## src/rtl/mdu_seq_if.sv

```systemverilog
// mdu_seq_if -- handshake/data bundle between a requester and mdu_seq.
//   master : drives start/op/a/b/hi_we/lo_we/wdata, observes busy/done/hi/lo/div_zero
//   slave  : the multiply/divide unit itself
interface mdu_seq_if #(
   parameter int WIDTH = 32
);
   logic             start;
   logic [1:0]       op;
   logic [WIDTH-1:0] a;
   logic [WIDTH-1:0] b;
   logic             hi_we;
   logic             lo_we;
   logic [WIDTH-1:0] wdata;
   logic             busy;
   logic             done;
   logic [WIDTH-1:0] hi;
   logic [WIDTH-1:0] lo;
   logic             div_zero;

   modport master (
      output start, op, a, b, hi_we, lo_we, wdata,
      input  busy, done, hi, lo, div_zero
   );

   modport slave (
      input  start, op, a, b, hi_we, lo_we, wdata,
      output busy, done, hi, lo, div_zero
   );
endinterface

```

## src/rtl/mdu_seq.sv

```systemverilog
// mdu_seq -- sequential radix-2 multiply/divide unit with hi/lo result registers.
//   clk, rst_n : single clock, asynchronous active-low reset
//   bus.start/op/a/b : request; op 00 MULT, 01 MULTU, 10 DIV, 11 DIVU
//   bus.hi_we/lo_we/wdata : direct writes to hi/lo while idle
//   bus.busy/done/hi/lo/div_zero : status and registered results
// One shift-add (multiply) or restoring-subtract (divide) step per cycle on
// magnitudes; signs are fixed up in a final FIX cycle. Latency WIDTH+1.
// Macro MDU_SEQ_DIV_EN enables the divide datapath; without it DIV/DIVU
// requests are refused and div_zero is tied low.
module mdu_seq #(
   parameter int WIDTH = 32,
   parameter int CNT_W = 6
) (
   input  logic      clk,
   input  logic      rst_n,
   mdu_seq_if.slave  bus
);

   typedef enum logic [1:0] {IDLE, RUN, FIX} state_t;

   state_t             state, state_nx;
   logic [CNT_W-1:0]   cnt;
   logic [WIDTH-1:0]   acc;      // product upper half / partial remainder
   logic [WIDTH-1:0]   mq;       // multiplier / dividend, shifts into product low / quotient
   logic [WIDTH-1:0]   opd;      // multiplicand / divisor magnitude
   logic               neg_lo;   // negate product (mult) or quotient (div)
   logic [WIDTH-1:0]   hi_r, lo_r;
   logic               done_r;
   logic               busy;
   logic               accept;
   logic               op_ok;

   // operand magnitudes; signed ops are 00 and 10
   logic               sgn, a_neg, b_neg;
   logic [WIDTH-1:0]   a_abs, b_abs;

   logic [WIDTH:0]     mul_sum;
   logic [2*WIDTH-1:0] prod, prod_fix;

   assign sgn   = ~bus.op[0];
   assign a_neg = sgn & bus.a[WIDTH-1];
   assign b_neg = sgn & bus.b[WIDTH-1];
   assign a_abs = a_neg ? -bus.a : bus.a;
   assign b_abs = b_neg ? -bus.b : bus.b;

   assign mul_sum  = {1'b0, acc} + (mq[0] ? {1'b0, opd} : '0);
   assign prod     = {acc, mq};
   assign prod_fix = neg_lo ? -prod : prod;

`ifdef MDU_SEQ_DIV_EN
   logic               is_div, neg_hi, dz, dz_r, b_zero;
   logic [WIDTH:0]     rem_sh;
   logic [WIDTH+1:0]   diff;     // extra bit is the borrow
   logic [WIDTH-1:0]   q_fix, r_fix;

   assign op_ok  = 1'b1;
   assign b_zero = (bus.b == '0);
   assign rem_sh = {acc, mq[WIDTH-1]};
   assign diff   = {1'b0, rem_sh} - {2'b0, opd};
   assign q_fix  = neg_lo ? -mq  : mq;
   assign r_fix  = neg_hi ? -acc : acc;
   assign bus.div_zero = dz_r;
`else
   assign op_ok  = ~bus.op[1];
   assign bus.div_zero = 1'b0;
`endif

   assign accept   = bus.start & (state == IDLE) & op_ok;
   assign bus.busy = busy;
   assign bus.done = done_r;
   assign bus.hi   = hi_r;
   assign bus.lo   = lo_r;

   always_ff @(posedge clk or negedge rst_n) begin
      if (!rst_n) state <= IDLE;
      else        state <= state_nx;
   end

   always_comb begin
      state_nx = state;
      busy     = (state != IDLE);
      case (state)
         IDLE:    if (accept) state_nx = RUN;
         RUN:     if (cnt == CNT_W'(1)) state_nx = FIX;
         FIX:     state_nx = IDLE;
         default: state_nx = IDLE;
      endcase
   end

   always_ff @(posedge clk or negedge rst_n) begin
      if (!rst_n) begin
         cnt    <= '0;
         acc    <= '0;
         mq     <= '0;
         opd    <= '0;
         neg_lo <= 1'b0;
         hi_r   <= '0;
         lo_r   <= '0;
         done_r <= 1'b0;
`ifdef MDU_SEQ_DIV_EN
         is_div <= 1'b0;
         neg_hi <= 1'b0;
         dz     <= 1'b0;
         dz_r   <= 1'b0;
`endif
      end else begin
         done_r <= 1'b0;
         // direct writes only while idle; a FIX write later overrides them
         if (state == IDLE) begin
            if (bus.hi_we) hi_r <= bus.wdata;
            if (bus.lo_we) lo_r <= bus.wdata;
         end
         if (accept) begin
            cnt <= CNT_W'(WIDTH);
            acc <= '0;
`ifdef MDU_SEQ_DIV_EN
            is_div <= bus.op[1];
            dz_r   <= 1'b0;
            if (bus.op[1]) begin
               // divide by zero: feed the raw dividend through so the
               // restoring loop leaves hi = a and lo = all ones untouched
               mq     <= b_zero ? bus.a : a_abs;
               opd    <= b_abs;
               neg_lo <= ~b_zero & (a_neg ^ b_neg);
               neg_hi <= ~b_zero & a_neg;
               dz     <= b_zero;
            end else begin
               mq     <= b_abs;
               opd    <= a_abs;
               neg_lo <= a_neg ^ b_neg;
               neg_hi <= 1'b0;
               dz     <= 1'b0;
            end
`else
            mq     <= b_abs;
            opd    <= a_abs;
            neg_lo <= a_neg ^ b_neg;
`endif
         end
         if (state == RUN) begin
            cnt <= cnt - CNT_W'(1);
`ifdef MDU_SEQ_DIV_EN
            if (is_div) begin
               if (!diff[WIDTH+1]) begin
                  acc <= diff[WIDTH-1:0];
                  mq  <= {mq[WIDTH-2:0], 1'b1};
               end else begin
                  acc <= rem_sh[WIDTH-1:0];
                  mq  <= {mq[WIDTH-2:0], 1'b0};
               end
            end else begin
               acc <= mul_sum[WIDTH:1];
               mq  <= {mul_sum[0], mq[WIDTH-1:1]};
            end
`else
            acc <= mul_sum[WIDTH:1];
            mq  <= {mul_sum[0], mq[WIDTH-1:1]};
`endif
         end
         if (state == FIX) begin
            done_r <= 1'b1;
`ifdef MDU_SEQ_DIV_EN
            if (is_div) begin
               hi_r <= r_fix;
               lo_r <= q_fix;
               dz_r <= dz;
            end else begin
               {hi_r, lo_r} <= prod_fix;
            end
`else
            {hi_r, lo_r} <= prod_fix;
`endif
         end
      end
   end

endmodule

```

## src/flat_wrapper.sv

```systemverilog
// flat-port wrapper written by rule: the top's interface ports become plain ports
module mdu_seq_flat 
#(
   parameter int WIDTH = 32,
   parameter int CNT_W = 6
)
  (clk, rst_n, bus_start, bus_op, bus_a, bus_b, bus_hi_we, bus_lo_we, bus_wdata, bus_busy, bus_done, bus_hi, bus_lo, bus_div_zero);
  mdu_seq_if #(.WIDTH(WIDTH)) bus_i ();
  input  logic clk;
  input  logic rst_n;
  input wire logic [$bits(bus_i.start)-1:0] bus_start;
  input wire logic [$bits(bus_i.op)-1:0] bus_op;
  input wire logic [$bits(bus_i.a)-1:0] bus_a;
  input wire logic [$bits(bus_i.b)-1:0] bus_b;
  input wire logic [$bits(bus_i.hi_we)-1:0] bus_hi_we;
  input wire logic [$bits(bus_i.lo_we)-1:0] bus_lo_we;
  input wire logic [$bits(bus_i.wdata)-1:0] bus_wdata;
  output wire logic [$bits(bus_i.busy)-1:0] bus_busy;
  output wire logic [$bits(bus_i.done)-1:0] bus_done;
  output wire logic [$bits(bus_i.hi)-1:0] bus_hi;
  output wire logic [$bits(bus_i.lo)-1:0] bus_lo;
  output wire logic [$bits(bus_i.div_zero)-1:0] bus_div_zero;
  assign bus_i.start = bus_start;
  assign bus_i.op = bus_op;
  assign bus_i.a = bus_a;
  assign bus_i.b = bus_b;
  assign bus_i.hi_we = bus_hi_we;
  assign bus_i.lo_we = bus_lo_we;
  assign bus_i.wdata = bus_wdata;
  assign bus_busy = bus_i.busy;
  assign bus_done = bus_i.done;
  assign bus_hi = bus_i.hi;
  assign bus_lo = bus_i.lo;
  assign bus_div_zero = bus_i.div_zero;
  mdu_seq #(.WIDTH(WIDTH), .CNT_W(CNT_W)) u_core (.clk(clk), .rst_n(rst_n), .bus(bus_i));
endmodule
```

## config.mk

```make
export PLATFORM = sky130hd
export DESIGN_NAME = mdu_seq_flat
export DESIGN_NICKNAME = d
export VERILOG_FILES = /design/src/rtl/mdu_seq_if.sv /design/src/rtl/mdu_seq.sv /design/src/flat_wrapper.sv
export SDC_FILE = /design/constraint.sdc
export NUM_CORES = 1
export LEC_CHECK = 0
export BUFFER_PORTS_ARGS = -buffer_cell sky130_fd_sc_hd__clkbuf_2
export CAP_MARGIN = 40
export CORE_UTILIZATION = 58
export DETAILED_ROUTE_END_ITERATION = 6
export PLACE_DENSITY = 0.81
export SLEW_MARGIN = 0
export SYNTH_ARGS = -nofsm -noshare
export SYNTH_HDL_FRONTEND = slang
export SYNTH_SLANG_ARGS = --single-unit
export TNS_END_PERCENT = 5
```

## constraint.sdc

```tcl
create_clock -name clk -period 3.2 [get_ports clk]
set_clock_uncertainty 0.05 [all_clocks]
set_input_delay 0.16 -clock clk [delete_from_list [all_inputs] [get_ports clk]]
set_output_delay 0.16 -clock clk [all_outputs]
set_load 0.005 [all_outputs]
```

### Yosys cells after proc, flatten, opt, wreduce, memory -nomap -nowiden

Index checks and enable logic that the tools add are counted.

| storage, ports and cells | value |
|---|---|
| register bits | 170 |
| bits of input ports | 103 |

| cells by class | value |
|---|---|
| $add $sub $neg | 5 |
| multiplexer cells | 20 |
| equal/unequal tests | 5 |
| bitwise operators | 7 |
| reduce and logical (&&, ||, !) cells | 9 |

Operator list:

| cell | count |
|---|---|
| 32-bit 2-to-1 mux | 13 |
| 64-bit 2-to-1 mux | 1 |
| 32-bit negator | 2 |
| 64-bit negator | 1 |
| 32-bit by 33-bit adder with 33-bit output | 1 |
| 6-bit 2-to-1 mux | 2 |
| 2-bit nonzero test | 5 |
| 6-bit by 1-bit == test with 1-bit output, second input constant | 1 |
| 2-bit AND reduction | 3 |
| 6-bit by 1-bit subtractor with 6-bit output, second input constant | 1 |
| 1-bit AND | 4 |
| 2-bit 2-to-1 mux | 2 |
| 2-bit by 1-bit != test with 1-bit output, second input constant | 2 |
| 2-bit case mux with 2 select lines | 1 |
| 2-bit by 1-bit == test with 1-bit output, second input constant | 1 |
| 2-bit == test, second input constant | 1 |
| 2-bit logical NOT | 1 |
| 1-bit inverter | 2 |
| 1-bit 2-to-1 mux | 1 |
| 1-bit XOR | 1 |

### Longest topological paths before layout

| depth | value |
|---|---|
| depth after elaboration | 5 |
| gate-level depth with buffers | 13 |
| mapped depth without buffers | 11 |

### Worst setup path before layout

Ideal clock, no wire load.

| path | value |
|---|---|
| path kind | register to register |
| from | reg u_core.mq[0] |
| to | reg u_core.acc[25] |
| setup time | 0.133 ns |
| arrival | 2.559 ns |
| setup slack | 0.457 ns |
| path buffers | 3 |
| cell stages (with the launch flop) | 13 |
| cells stage by stage | dfrtp_1 > clkbuf_1 > clkbuf_1 > and2_1 > ha_1 > clkbuf_1 > a21oi_1 > o221ai_1 > o21a_1 > o21a_1 > a221oi_1 > xor2_1 > o21ai_0 |

| between the ends | value |
|---|---|
| longest elaborated chain between the ends | 3 |

RTL lines:

| what | RTL line | text |
|---|---|---|
| start, declared | mdu_seq.sv:24 | `logic [WIDTH-1:0] mq;` |
| start signal, assigned | mdu_seq.sv:135 | `mq <= b_abs;` |
| start signal, assigned | mdu_seq.sv:157 | `mq <= {mul_sum[0], mq[WIDTH-1:1]};` |
| 32-bit 2-to-1 mux | mdu_seq.sv:46 | `assign mul_sum = {1'b0, acc} + (mq[0] ? {1'b0, opd} : '0);` |
| 32-bit by 33-bit adder with 33-bit output | mdu_seq.sv:46 |  |
| 32-bit 2-to-1 mux | mdu_seq.sv:140 | `if (state == RUN) begin` |
| end signal, assigned | mdu_seq.sv:156 | `acc <= mul_sum[WIDTH:1];` |
| end, declared | mdu_seq.sv:23 | `logic [WIDTH-1:0] acc;` |

Every way passes these cells.
A chain may end at the register's enable or synchronous reset.

### Worst setup path after layout

| path | value |
|---|---|
| from | reg u_core.mq[26] |
| to | reg u_core.hi_r[12], in the netlist u_core.bus.hi[12] |

| between the ends | value |
|---|---|
| longest elaborated chain between the ends | 3 |

RTL lines:

| what | RTL line | text |
|---|---|---|
| 64-bit negator | mdu_seq.sv:48 | `assign prod_fix = neg_lo ? -prod : prod;` |
| 64-bit 2-to-1 mux | mdu_seq.sv:48 |  |
| 32-bit 2-to-1 mux | mdu_seq.sv:160 | `if (state == FIX) begin` |
| end signal, assigned | mdu_seq.sv:110 | `if (bus.hi_we) hi_r <= bus.wdata;` |
| end signal, assigned | mdu_seq.sv:171 | `{hi_r, lo_r} <= prod_fix;` |
| end, declared | mdu_seq.sv:27 | `logic [WIDTH-1:0] hi_r, lo_r;` |

Every way passes these cells.

==> impl_metrics.json <==
{
  "setup_viol": 0,
  "worst-path-max-fanout": 10,
  "place_ws_ps": -7.084,
  "async_flop_share": 1.000,
  "cts_tree": "built",
  "crit_family": "simple AND/OR/NAND/NOR gates",
  "io_buffers": 168,
  "die_area_mm2": 0.02022,
  "drt.antenna.violating_nets": 0,
  "cap_violations": 0,
  "cp_data_arrival_time_ps": 3280,
  "ioPinCount": 170,
  "gp_congestion": 0.9341,
  "path_clk_slew_ps": 70,
  "yosysWarnings": 0,
  "ys_seq_area_frac": 0.3731,
  "postSynthAreaPerCell_um2": 8.415,
  "syn_inst": 1355,
  "drc": 0,
  "layout_commonest_cell": "o21ai_0",
  "row_count": 50,
  "wire_per_inst_um": 19.10,
  "ys_ff_latch": 170,
  "maxSlewViolCount": 0,
  "grt_pass1_vias": 10138,
  "drtIter0Drc": 1263,
  "core-area_mm2": 0.01896,
  "hp-class": "in2reg",
  "syn_area_mm2": 0.01140,
  "vias_per_cell": 6.186,
  "start_util": 0.6015,
  "rsz0062_at_grt": "no",
  "crit_buf_inv": 0,
  "vias": 11123,
  "wirelength_um": 34350,
  "fin_ws_ps": 151.3,
  "critPathMaxStageDelay_ps": 560,
  "cts-root-buf": "clkbuf_16",
  "path_cells": "or3_4, or4_1, nor3_1, nand3_2, o31ai_1, xor2_1, o221ai_1",
  "slowest_stage": "or4_1",
  "period_needed_ps": 3049,
  "post-cts-setup-buffer-count": 0,
  "end_kind": "register",
  "grt_max_degree": 89,
  "max_freq_ghz": 0.3280,
  "worstSetupStartpointType": "register",
  "critPathRequiredTime_ps": 3430,
  "fill_cells": 1491,
  "drt_pass1_iterations": 7,
  "cts_buffer_depth": 2,
  "synthToLayoutAreaGrowth_pct": 18.25,
  "overflow": 0,
  "grt_pass1_wl_um": 53960,
  "fin_crit_sh": 0.9527,
  "numCtsBuffers": 17,
  "slew_headroom": 0.3865,
  "drive_gt1_frac": 0.1756,
  "syn-num-nets": 1496,
  "clkLatencyLatePin_ps": 430,
  "h-tree-depth": 4,
  "fin_nets": 1667,
  "synth_edf_count": 0,
  "die_x_um": 142.2,
  "tightestPinTransition_ps": 911.8,
  "synth_flop_cell": "dfrtp_1",
  "p_leak_nw": 5.934,
  "grt_usage": 0.3475,
  "diodes": 0,
  "dp_hpwl_um": 25840,
  "hold_viol_final": 0,
  "postLayoutCoreUtil": 0.7113,
  "die_h_um": 142.2,
  "criticalPathCategory": "reg2reg",
  "antenna_found_initial": 0,
  "peakVddDrop_mv": 0.5024,
  "outcome": "completed",
  "final_cell_mix": "o21ai_0, nand2_1, dfrtp_1",
  "power_density_mw_per_mm2": 918.6,
  "synth_cell_types": 65,
  "cts.sinks": 170
}
## registers in the layout (all words and copies together), names as in the netlist
name and count:
u_core.cnt 6, u_core.bus.lo 32, u_core.neg_lo 1, u_core.acc 32, u_core.opd 32, u_core.bus.done 1, u_core.mq 32, u_core.bus.hi 32
u_core.state 2
## per-layer routing
metal	share of wire	vias to the layer above	global-route usage
met5	0	-	0
met4	0.034	0	0.1353
met3	0.091	83	0.05888
met2	0.43	580	0.5165
met1	0.44	5238	0.5048
li1	-	5222	-
## worst paths after layout
path	from	to	slack (ps)	cells after the start
worst max-delay path	u_core.mq[26]	u_core.bus.hi[12]	150	7
worst min-delay path	bus_b[12]	u_core.mq[12]	8	3
worst max register to register	u_core.mq[26]	u_core.bus.hi[12]	150	7
worst min register to register	u_core.bus.lo[2]	u_core.bus.lo[2]	430	2
max in group asynchronous	rst_n	u_core.bus.hi[22]	1920	3
min in group asynchronous	rst_n	u_core.bus.lo[15]	320	2
## synth_stat cells (all sizes together), types with 31 or more instances
cell type  number  area (um^2)
a21oi          72        360.4
a22oi          35        262.8
and2           36        225.2
clkbuf         73        274.0
dfrtp         170         4254
ha             37        462.9
nand2         175        656.9
nor2          103        386.6
nor3           31        155.2
o21ai         181        905.9
o31ai          31        232.7
xnor2          62        543.0
xor2           80        700.7
## worst min-delay path, stage by stage
cell	delay [ps]
clkbuf_2	100
xnor2_1	120
o21ai_0	70
## logic make-up after synthesis
kind of cell	synth area share
other cells	0.0003289
simple gates	0.1927
buf+inv	0.03566
fa+ha+maj	0.04236
xor+xnor	0.1091
mux	0.01580
flops	0.3731
compound gates	0.2310
## stage by stage
step,setup TNS [ps],cells,power (mW),hold WS (ps),cell area [um^2]
finish,0,1798,12.39,7.685,13480
global route,0,1798,13.20,10.15,13480
CTS,0,1798,12.24,0.2947,13470
detailed placement,-7.084,1739,10.13,246.7,12610
global placement,0,1738,9.946,244.1,12580
floorplan,0,1355,7.921,-185.6,11400
## power breakdown
part / leakage (nW) / internal [mW] / switching, mW
logic: 3.56 / 2.45 / 3.45
registers: 2.09 / 3.18 / 1.27
clock network: 0.283 / 1.11 / 0.925
total: 5.93 / 6.74 / 5.65
## what timing repair did
action / CTS / global route
endpoints found under the setup margin: 1 / 22
hold endpoints to repair: 112 / 0
resized for setup: 1 / 4
hold buffers: 28 / 0
cloned: 0 / 0
## final cells by class
cell class | count | area, um^2 | area share
Timing Repair Buffer | 232 | 1443 | 0.1070
Clock buffer | 19 | 442.9 | 0.03285
Tap cell | 260 | 325.3 | 0.02413
Inverter | 27 | 101.3 | 0.007517
Clock inverter | 12 | 127.6 | 0.009465
Sequential cell | 170 | 4255 | 0.3156
Multi-Input combinational cell | 1078 | 6788 | 0.5034
No activity file was read; power rests on OpenSTA's default activity.
